File: src/rtl/sfu_accum.sv
// sfu_accum: accumulates OFIFO psum rows across kernel taps per pixel, then drains them through ReLU
module sfu_accum #(
  parameter int psum_bw = 16,
  parameter int col = 8,
  parameter int depth = 16
) (
  input  logic                         clk,
  input  logic                         reset,
  input  logic                         start,
  input  logic [3:0]                   num_taps,
  input  logic [$clog2(depth):0]       num_pix,
  input  logic [psum_bw*col-1:0]       in_psum,
  input  logic                         in_valid,
  output logic                         ofifo_rd,
  output logic [psum_bw*col-1:0]       out_data,
  output logic                         out_valid,
  input  logic                         out_ready,
  output logic                         busy,
  output logic                         done
);
  localparam int aw = $clog2(depth);
  localparam int pw = aw + 1;
  typedef enum logic [1:0] {IDLE, ACCUM, DRAIN, DONE} state_t;
  state_t state, state_nx;
  logic [3:0] tap, taps;
  logic [pw-1:0] pix, pixs, didx;
  logic pop, fire, last_pix, last_tap, last_drain;
  logic [psum_bw*col-1:0] acc [depth];
  logic [psum_bw*col-1:0] acc_rd, acc_dr, acc_nx, relu;
  assign pop = state == ACCUM && in_valid;
  assign fire = state == DRAIN && out_ready;
  assign last_pix = pix == pixs - 1'b1;
  assign last_tap = tap == taps - 1'b1;
  assign last_drain = didx == pixs - 1'b1;
  assign acc_rd = acc[pix[aw-1:0]];
  assign acc_dr = acc[didx[aw-1:0]];
  always_ff @(posedge clk or negedge reset)
    if (!reset) state <= IDLE;
    else state <= state_nx;
  always_comb begin
    state_nx = state;
    case (state)
      IDLE:  if (start) state_nx = ACCUM;
      ACCUM: if (pop && last_pix && last_tap) state_nx = DRAIN;
      DRAIN: if (fire && last_drain) state_nx = DONE;
      DONE:  state_nx = IDLE;
    endcase
  end
  always_comb begin
    ofifo_rd = pop;
    out_valid = state == DRAIN;
    out_data = state == DRAIN ? relu : '0;
    busy = state != IDLE;
    done = state == DONE;
  end
  always_ff @(posedge clk or negedge reset)
    if (!reset) begin
      tap <= '0;
      pix <= '0;
      didx <= '0;
      taps <= '0;
      pixs <= '0;
    end else begin
      if (state == IDLE && start) begin
        taps <= num_taps == 4'd0 ? 4'd1 : num_taps;
        pixs <= (num_pix == '0 || num_pix > pw'(depth)) ? pw'(depth) : num_pix;
        tap <= '0;
        pix <= '0;
        didx <= '0;
      end
      if (pop) begin
        pix <= last_pix ? '0 : pix + 1'b1;
        if (last_pix) tap <= tap + 1'b1;
      end
      if (fire) didx <= didx + 1'b1;
    end
  // storage only; contents stay invisible until written because out_data is gated by DRAIN
  always_ff @(posedge clk)
    if (pop) acc[pix[aw-1:0]] <= acc_nx;
  for (genvar k = 0; k < col; k++) begin : g_lane
    logic [psum_bw-1:0] a, b, d;
    logic [psum_bw:0] s;
    assign a = acc_rd[psum_bw*k +: psum_bw];
    assign b = in_psum[psum_bw*k +: psum_bw];
    assign d = acc_dr[psum_bw*k +: psum_bw];
    assign s = {a[psum_bw-1], a} + {b[psum_bw-1], b};
    assign acc_nx[psum_bw*k +: psum_bw] = tap == 4'd0 ? b :
      (s[psum_bw] ^ s[psum_bw-1]) ? {s[psum_bw], {(psum_bw-1){~s[psum_bw]}}} : s[psum_bw-1:0];
    assign relu[psum_bw*k +: psum_bw] = d[psum_bw-1] ? '0 : d;
  end
endmodule

File: config.mk
export PLATFORM = sky130hd
export DESIGN_NAME = sfu_accum
export DESIGN_NICKNAME = d
export VERILOG_FILES = /design/src/rtl/sfu_accum.sv
export SDC_FILE = /design/constraint.sdc
export NUM_CORES = 2
export LEC_CHECK = 0
export CORE_MARGIN = 2
export CORE_UTILIZATION = 43
export CTS_CLUSTER_DIAMETER = 150
export DETAILED_ROUTE_END_ITERATION = 10
export HOLD_SLACK_MARGIN = 0.05
export SETUP_SLACK_MARGIN = 0.3
export SYNTH_ARGS = -nofsm -noshare
export SYNTH_HDL_FRONTEND = slang
export SYNTH_SLANG_ARGS = --single-unit
File: constraint.sdc
create_clock -name clk -period 9.5 [get_ports clk]
set_clock_uncertainty 0.15 [all_clocks]
set_input_delay 1.9 -clock clk [delete_from_list [all_inputs] [get_ports clk]]
set_output_delay 1.9 -clock clk [all_outputs]
set_load 0.01 [all_outputs]
==> run summary <==
first-pass GRT wire length: 410,000 µm
DRC Markers: 0
status: complete, no violations
Clock transition at path regs: 0.06 ns
Final nets: 5,782
post-route cell area: 116,000 µm²
Rows: 178
setup violators final: 0
DR vias: 55,800
critical path type: flip-flop to output port
CP required: 7.45 ns
CP arrival: 5.21 ns
Tcrit/Tclk final: 76.5%
# hold bufs at CTS: 0
Clk Latency, worst-skew pair: 0.87 ns
Post-CTS Setup Inserts: 0
Synth Cell Area: 102,000 µm²
Switching Share: 32.4%
initial antenna violation count: 18
CTS Buf Count: 217
vias in the first global route: 58,100
Crit Path Max Fanout: 42
Post-synth ARST share: 1.21%
FMAX: 138 MHz
Power Density: 276 nW/µm²
Routed WL per cell: 31.8 µm
number of DRC markers in iteration 0: 5,460
Die Height: 491 µm
Mapped Cells: 5,205
hold path cells: 2
FF-to-FF path depth: 12
leading area contributor after synthesis: edfxtp_1
Post-synth EDFFs: 2,048
LEAKAGE: 35.3 nW
CTS resizes: 0
min Tclk post-route: 7.26 ns
reg2reg end: acc[11][118]
FF+latch count, synth: 2,073
grt ovf: 0
PortBufs: 265
clk sinks: 2,073
R2R setup slack: 2.54 ns
Post-synth top flop: edfxtp_1
Ports: 274
Die W: 491 µm
Setup TNS: 0 ns
Mean Syn Cell Area: 19.6 µm²
top post-synthesis cells by area: edfxtp_1 (60%), mux4_2 (28%), ha_1 (1.8%)
Starting Density: 43.3%
area grow syn2layout: 13.3%
CP Launch Type: flip-flop
clk root buf: clkbuf_16
top cell type's share of synthesized area: 60.2%
Total Routing Usage GR: 23.3%
antenna-violating nets left: 0
Area after DPL: 109,000 µm²
post-detail-place hpwl: 152,000 µm
placer congestion estimate: 0.826
YS warnings: 0
HP Class: flip-flop to flip-flop
worst-case clock buffer depth: 3
internal power: 21.6 mW
Pre-antenna DRT Iters: 8
Reg power frac: 35.3%
CTS tree: built
Die ar.: 241,000 µm²
largest net degree at the start of global routing: 116
worst vdd ir: 0.190 mV
critical path capture point type: output port
Synth cell types: 86
Max Cap Viol: 0
DR vias/cell: 6.32
sequential cell area fraction in the yosys report: 60.8%
Reg2Reg Launch Point: pix[0]
core box area: 236,000 µm²
unrepaired setup endpoints after global routing: no
NetSw: 10.3 mW
Max Slew Vio Count: 0
Worst Tran Pin Value: 1.37 ns
sink of the worst hold path: pixs[4]
Hold Crit Start: pixs[4]
share of cells above drive strength 1: 31.4%
htree depth: 4
Fin. Hold Viols: 0
combinational share of power: 38.8%
count leader, synth: edfxtp_1
clock power share: 25.8%
Relative slew margins: 8.35%
final WL: 281,000 µm
Commonest cells post-synth: edfxtp_1 (2,048), mux4_2 (1,280), clkbuf_1 (244), nor2_1 (163), nand2_1 (155)
[layout make-up]
type	count	area, µm²
sequential	2073	62200
inverter	71	267
clock inverter	127	1100
multi-input combinational	2721	38500
antenna	5	12.5
fill	19300	120000
tap	3150	3940
clock buffer	273	5700
timing repair buffer	405	4080
[metrics by stage]
step                      cells  util [%]  hold WS [ns]  setup slack (ns)  power (mW)
after floorplan            5212         -         0.317              1.42        20.5
after global placement     8418      46.2         0.342              2.54        23.9
after global routing       8823      49.1         0.381              1.86        33.5
final                      8825      49.1         0.356              2.24        31.9
after CTS                  8818      49.1         0.357              2.04        32.2
after detailed placement   8418      46.2         0.340              2.42        23.9
[worst max-delay path, stage by stage, from the launching register on]
cell	delay, ns
dfrtp_4	1.02
buf_4	0.61
buf_4	0.75
mux4_2	0.62
mux4_2	0.49
nor2b_1	0.15
clkdlybuf4s50_1	0.66
[power groups by stage]
stage / registers (mW) / clock network, mW / logic [mW]
2_1_floorplan: 11.3 / 0 / 9.25
3_3_place_gp: 11.4 / 0 / 12.4
3_5_place_dp: 11.5 / 0 / 12.5
4_1_cts: 11.3 / 8.38 / 12.5
5_1_grt: 11.3 / 8.75 / 13.4
6_report: 11.3 / 8.24 / 12.4
[flip-flops by register name, indices dropped and copies added, names as in the netlist]
register / cells
acc: 2048
didx: 5
pix: 5
pixs: 5
state: 2
tap: 4
taps: 4
[cells in the final DEF (no fill, tap or decap), types with 10 or more instances in the layout]
cell type and instances:
edfxtp_1 2048, mux4_2 1280, clkdlybuf4s50_1 265, clkbuf_16 220, nor2_1 162, nand2_1 154, a21oi_1 145, nor2b_1 143
ha_1 142, o21ai_0 135, buf_4 110, inv_1 70, xnor2_1 65, clkbuf_1 53, clkinv_1 51, a21o_1 49
nand2b_1 42, clkinv_2 42, nand3_1 39, nor3_1 34, xor2_1 34, buf_12 30, maj3_1 27, a31oi_1 25
a211oi_1 18, o21a_1 17, dfrtp_1 17, and2_4 16, bufinv_16 15, nand4_1 14, o21bai_1 12, and3_1 10
o211ai_1 10
[logic make-up (layout without fill, tap and decap cells)]
| kind of cell | after synthesis | in the layout | synth area share (%) |
|---|---|---|---|
| buffers and inverters | 418 | 876 | 1.61 |
| XOR/XNOR | 100 | 100 | 0.865 |
| multiplexers | 1286 | 1286 | 28.3 |
| adder cells (fa/ha/maj) | 178 | 178 | 2.17 |
| flip-flops | 2073 | 2073 | 60.8 |
| AO/OA/AOI/OAI | 484 | 484 | 2.96 |
| other | 1 | 13 | 0.00367 |
| AND/OR/NAND/NOR | 665 | 665 | 3.27 |
[worst max-delay path by stage]
stage                         from           end  slack, ns
final                      didx[0]  out_data[56]       2.24
after global routing       didx[0]  out_data[56]       1.86
after CTS                  didx[0]  out_data[56]       2.04
after detailed placement    pix[0]   acc[5][118]       2.42
after global placement      pix[0]   acc[6][125]       2.54
after floorplan           in_valid    acc[15][0]       1.42
[layer usage]
metal	routed length, µm	GRT usage (%)
met5	100	0
met4	7870	6.69
met3	17700	3.51
met2	137000	37.7
met1	118000	32.9
No activity file was read; power rests on OpenSTA's default activity.
